[src/rtl/data_mem_ctrl.sv]
// rtl/data_mem_ctrl.sv - load/store bus controller with timeout; optional MISALIGN_TRAP_EN alignment trap
module data_mem_ctrl #(
    parameter int unsigned TIMEOUT_CYCLES = 255
) (
    input  logic        clk,
    input  logic        reset,
    input  logic        mem_read_m,
    input  logic        mem_write_m,
    input  logic [2:0]  funct3_m,
    input  logic [31:0] addr_m,
    input  logic [31:0] wdata_m,
    output logic [31:0] rdata_m,
    output logic        stall_m,
    output logic        fault_m,
    output logic        bus_req,
    output logic        bus_we,
    output logic [31:0] bus_addr,
    output logic [3:0]  bus_be,
    output logic [31:0] bus_wdata,
    input  logic [31:0] bus_rdata,
    input  logic        bus_ack
);
    localparam int CW = (TIMEOUT_CYCLES < 2) ? 1 : $clog2(TIMEOUT_CYCLES + 1);
    localparam logic [CW-1:0] CNT_LAST = CW'(TIMEOUT_CYCLES - 1);

    localparam logic [1:0] S_IDLE = 2'b00;
    localparam logic [1:0] S_REQ  = 2'b01;
    localparam logic [1:0] S_DONE = 2'b10;

    logic [1:0]    state_q, state_d;
    logic [CW-1:0] cnt_q, cnt_d;
    logic          bus_req_q, bus_req_d;
    logic          bus_we_q, bus_we_d;
    logic [31:0]   bus_addr_q, bus_addr_d;
    logic [3:0]    bus_be_q, bus_be_d;
    logic [31:0]   bus_wdata_q, bus_wdata_d;
    logic [2:0]    f3_q, f3_d;
    logic [1:0]    off_q, off_d;
    logic [31:0]   rdata_q, rdata_d;
    logic          fault_q, fault_d;

    logic          access, size_ok, misalign, stall_d;
    logic [3:0]    be_sel;
    logic [31:0]   wdata_rep;

    function automatic logic [31:0] extract(input logic [2:0] f3, input logic [1:0] off,
                                            input logic [31:0] d);
        logic [7:0]  b;
        logic [15:0] h;
        b = d[{off, 3'b000} +: 8];
        h = off[1] ? d[31:16] : d[15:0];
        case (f3)
            3'b000:  extract = {{24{b[7]}}, b};
            3'b001:  extract = {{16{h[15]}}, h};
            3'b100:  extract = {24'd0, b};
            3'b101:  extract = {16'd0, h};
            default: extract = d;
        endcase
    endfunction

    always_comb begin
        access = mem_read_m | mem_write_m;
        case (funct3_m)
            3'b000, 3'b001, 3'b010, 3'b100, 3'b101: size_ok = 1'b1;
            default:                                size_ok = 1'b0;
        endcase
`ifdef MISALIGN_TRAP_EN
        misalign = ((funct3_m[1:0] == 2'b01) && addr_m[0]) ||
                   ((funct3_m == 3'b010) && (addr_m[1:0] != 2'b00));
`else
        misalign = 1'b0;
`endif
        case (funct3_m[1:0])
            2'b00: begin
                be_sel    = 4'b0001 << addr_m[1:0];
                wdata_rep = {4{wdata_m[7:0]}};
            end
            2'b01: begin
                be_sel    = addr_m[1] ? 4'b1100 : 4'b0011;
                wdata_rep = {2{wdata_m[15:0]}};
            end
            default: begin
                be_sel    = 4'b1111;
                wdata_rep = wdata_m;
            end
        endcase
    end

    always_comb begin
        state_d     = state_q;
        cnt_d       = cnt_q;
        bus_req_d   = bus_req_q;
        bus_we_d    = bus_we_q;
        bus_addr_d  = bus_addr_q;
        bus_be_d    = bus_be_q;
        bus_wdata_d = bus_wdata_q;
        f3_d        = f3_q;
        off_d       = off_q;
        rdata_d     = rdata_q;
        fault_d     = 1'b0;
        stall_d     = 1'b0;
        case (state_q)
            S_IDLE: begin
                if (access) begin
                    stall_d = 1'b1;
                    if (size_ok && !misalign) begin
                        state_d     = S_REQ;
                        cnt_d       = '0;
                        bus_req_d   = 1'b1;
                        bus_we_d    = mem_write_m;
                        bus_addr_d  = {addr_m[31:2], 2'b00};
                        bus_be_d    = be_sel;
                        bus_wdata_d = wdata_rep;
                        f3_d        = funct3_m;
                        off_d       = addr_m[1:0];
                    end else begin
                        state_d = S_DONE;
                        fault_d = 1'b1;
                        rdata_d = '0;
                    end
                end
            end
            S_REQ: begin
                stall_d = 1'b1;
                if (bus_ack) begin
                    state_d   = S_DONE;
                    bus_req_d = 1'b0;
                    if (!bus_we_q) rdata_d = extract(f3_q, off_q, bus_rdata);
                end else if (cnt_q == CNT_LAST) begin
                    state_d   = S_DONE;
                    bus_req_d = 1'b0;
                    fault_d   = 1'b1;
                    rdata_d   = '0;
                end else begin
                    cnt_d = cnt_q + 1'b1;
                end
            end
            default: state_d = S_IDLE;
        endcase
    end

    always_ff @(posedge clk or negedge reset) begin
        if (!reset) begin
            state_q     <= S_IDLE;
            cnt_q       <= '0;
            bus_req_q   <= 1'b0;
            bus_we_q    <= 1'b0;
            bus_addr_q  <= '0;
            bus_be_q    <= '0;
            bus_wdata_q <= '0;
            f3_q        <= '0;
            off_q       <= '0;
            rdata_q     <= '0;
            fault_q     <= 1'b0;
        end else begin
            state_q     <= state_d;
            cnt_q       <= cnt_d;
            bus_req_q   <= bus_req_d;
            bus_we_q    <= bus_we_d;
            bus_addr_q  <= bus_addr_d;
            bus_be_q    <= bus_be_d;
            bus_wdata_q <= bus_wdata_d;
            f3_q        <= f3_d;
            off_q       <= off_d;
            rdata_q     <= rdata_d;
            fault_q     <= fault_d;
        end
    end

    // Stall is combinational from the request, so it is gated by reset to stay low while held in reset.
    assign stall_m   = stall_d & reset;
    assign fault_m   = fault_q;
    assign rdata_m   = rdata_q;
    assign bus_req   = bus_req_q;
    assign bus_we    = bus_we_q;
    assign bus_addr  = bus_addr_q;
    assign bus_be    = bus_be_q;
    assign bus_wdata = bus_wdata_q;
endmodule

[config.mk]
export PLATFORM = sky130hd
export DESIGN_NAME = data_mem_ctrl
export DESIGN_NICKNAME = d
export VERILOG_FILES = /design/src/rtl/data_mem_ctrl.sv
export SDC_FILE = /design/constraint.sdc
export NUM_CORES = 1
export LEC_CHECK = 0
export BUFFER_PORTS_ARGS = -buffer_cell sky130_fd_sc_hd__buf_4
export CORE_MARGIN = 4
export CORE_UTILIZATION = 40
export DETAILED_ROUTE_END_ITERATION = 10
export GPL_TIMING_DRIVEN = 1
export PLACE_DENSITY = 0.68
export SLEW_MARGIN = 25
export SYNTH_ARGS = -nofsm -noshare
export SYNTH_HDL_FRONTEND = slang
export SYNTH_SLANG_ARGS = --single-unit
[constraint.sdc]
create_clock -name clk -period 1.9 [get_ports clk]
set_clock_uncertainty 0.05 [all_clocks]
set_input_delay 0 -clock clk [delete_from_list [all_inputs] [get_ports clk]]
set_output_delay 0 -clock clk [all_outputs]
set_load 0.01 [all_outputs]
==> run metrics <==
outcome=finished, final reports clean; ys flop type=dfrtp_1; crit-path max cell delay=560 ps; shortest period the worst path allows=1812 ps; worst reg2reg path depth=5; post-synth top area share=0.5487; r2r setup slk=90 ps; WP data required=2140 ps; Post-synth ARST share=1.000; CP arrival=2050 ps; Setup TNS Final=0 ps; I/O pin total=208; Syn-to-layout area delta=65.63%; Total Power=12.73 mW; RSZ-0062 raised after global routing=false; antenna viol nets, final=0; routed vias/inst=5.143; post-DP HPWL=11.42 mm; WS Path Type=reg2reg; Clock Pin Slew Worst Setup and Hold Paths=50 ps; final layout net count=968; sum of routed wire length over all layers=17.47 mm; max-slew violations=0; final setup fails=0; DRT iter0 DRCs=523; R2R Path End=bus_we$_DFFE_PN0P_; Final GP Congestion=0.8716; cell row count=41; slowest CP cell=dlygate4sd3_1; critical-path maximum fanout=9; count of final hold-check violations=0; share of layout cells above drive strength 1=0.3162; Clock Sinks=116; drt pass-1 iters=8; CP Launch Type=flip-flop; grt total ovfl=0; Synth Cell Area=5290 um^2; ant diodes=0; core footprint=12770 um^2; Hold WC Path Type=in2async; Synth area leader=dfrtp_1; WP buf/inv=2; Worst R2R Start=state_q[0]$_DFFE_PN0P_; first-pass GRT wire length=27.47 mm; peak supply drop=0.7750 mV; CP delay by family, top=buffers and inverters; sequential-to-total area share from yosys stat=0.5487; unique cell type count in the Yosys netlist=48; Clock Root Buffer=clkbuf_16; largest net degree at the start of global routing=63; worst skew pair latency=410 ps; Die Width=123 um; vias in the first global route=5645; DR vias=5374; Worst Setup End Kind=flip-flop; placed insts=910; Die ar.=15130 um^2; All-Layer GR Usage=0.2328; fmax=552.0 MHz; Post-synth EDFFs=0; TritonCTS clock tree=built; # DRC=0; Port Buffer Count=205; initial antenna violation count=0; average size of a mapped cell=9.833 um^2; flops & latches, synth=116; Layout Cells excl Fill=1045; final worst path period share=0.9534; Num CTS Buffers=17; # Post-CTS Setup Buffers=0; Cell Chain, Critical Path=buf_4 -> nor3_2 -> nand2_1 -> a22o_1 -> dlygate4sd3_1; Synth area leaders=dfrtp_1 (55%), nand2_1 (11%), mux2i_1 (6.2%); worst-case clock buffer depth=2; Die Ht=123 um; YS warnings=0; Avg WL per Cell=16.71 um; Starting Density=0.4141; Cells after Synth=538; P per Cell Area=1453 nW/um^2; final core utilization=0.6860; Max Cap Viol=0; Pleak=4.416 nW; CTS H-tree lvls=4
==> routing by layer <==
metal / routed length (um) / GRT usage / up-vias
li1: - / - / 2527
met1: 6953 / 0.2720 / 2556
met2: 8685 / 0.3932 / 246
met3: 1351 / 0.07182 / 45
met4: 476 / 0.1066 / 0
met5: 0 / 0 / -
==> cell families after synthesis <==
group	count (synthesis)	synth area share
and+or+nand+nor	214	0.1712
muxes	35	0.06883
xor gates and xnor gates	2	0.003312
buffers and inverters	41	0.03713
DFF	116	0.5487
other	1	0.0007089
AOI/OAI and AO/OA	127	0.1653
adders and majority gates	2	0.004730
==> final cells by class <==
cell class	count	area (um^2)
timing repair buffer	338	2858
multi-input combinational	382	2228
inverter	7	26.28
clock buffer	25	505.5
sequential	116	2904
fill	975	4011
tap	172	215.2
clock inverter	5	25.02
==> synthesized netlist by cell type, types with 8 or more instances <==
library cell and n:
a21oi_1 24, clkbuf_1 18, a21o_1 8, nor2_1 25
dfrtp_1 116, buf_2 10, a22o_1 8, o2bb2ai_1 8
o21ai_0 38, a221o_1 17, nand2_1 159, mux2i_1 33
==> worst max path at each step <==
| stage | cells after the start | slack (ps) | startpoint | end |
|---|---|---|---|---|
| floorplan | 5 | 140 | off_q[1]$_DFFE_PN0P_ | rdata_m[11]$_DFFE_PN0P_ |
| global placement | 4 | 80 | state_q[0]$_DFFE_PN0P_ | cnt_q[7]$_DFFE_PN0P_ |
| detailed placement | 4 | 40 | state_q[1]$_DFFE_PN0P_ | bus_wdata[29]$_DFFE_PN0P_ |
| CTS | 5 | 20 | state_q[0]$_DFFE_PN0P_ | bus_we$_DFFE_PN0P_ |
| global route | 5 | 7 | state_q[0]$_DFFE_PN0P_ | bus_we$_DFFE_PN0P_ |
| finish | 5 | 90 | state_q[0]$_DFFE_PN0P_ | bus_we$_DFFE_PN0P_ |
==> per-stage QoR <==
stage | hold slack [ps] | setup WS, ps | cell area (um^2)
global route | 46.40 | 7.270 | 8762
finish | 21.18 | 88.49 | 8762
global placement | -89.66 | 76.42 | 7148
floorplan | -345.6 | 136.6 | 5294
detailed placement | -83.04 | 37.73 | 7148
CTS | 24.39 | 24.37 | 8730
==> layout by cell type (no fill, tap or decap), types with 2 or more instances in the layout <==
cell type,count
a211oi_1,2
a21o_1,8
a21oi_1,23
a221o_1,17
a22o_1,8
and4b_1,2
buf_12,4
buf_4,228
clkbuf_1,3
clkbuf_16,17
clkbuf_8,5
clkinv_2,5
conb_1,2
dfrtp_1,115
dlygate4sd3_1,105
ha_1,2
inv_1,7
mux2i_1,32
nand2_1,159
nand2b_1,2
nand3_1,7
nand4_1,2
nor2_1,25
nor2b_1,2
nor3b_1,2
o211ai_1,6
o21a_1,2
o21ai_0,38
o21ai_1,6
o2bb2ai_1,8
o31ai_1,2
==> where the power goes <==
| group | switching, mW | internal [mW] | total, mW |
|---|---|---|---|
| Combinational | 2.78 | 2.76 | 5.54 |
| Clock | 1.03 | 1.81 | 2.84 |
| Sequential | 0.749 | 3.60 | 4.35 |
| Total | 4.56 | 8.16 | 12.7 |
==> timing repair <==
item	CTS	global route
hold buffers	105	0
endpoints found under the hold margin	221	0
setup endpoints to repair	0	45
gates resized for setup	0	9
==> state kept, by name, indices dropped and copies added (netlist names) <==
register   flops
bus_be         4
bus_addr      30
cnt_q          8
f3_q           3
rdata_m       32
bus_we         1
fault_m        1
state_q        2
off_q          2
bus_req        1
bus_wdata     32
Power figures use the tool's default switching activity.
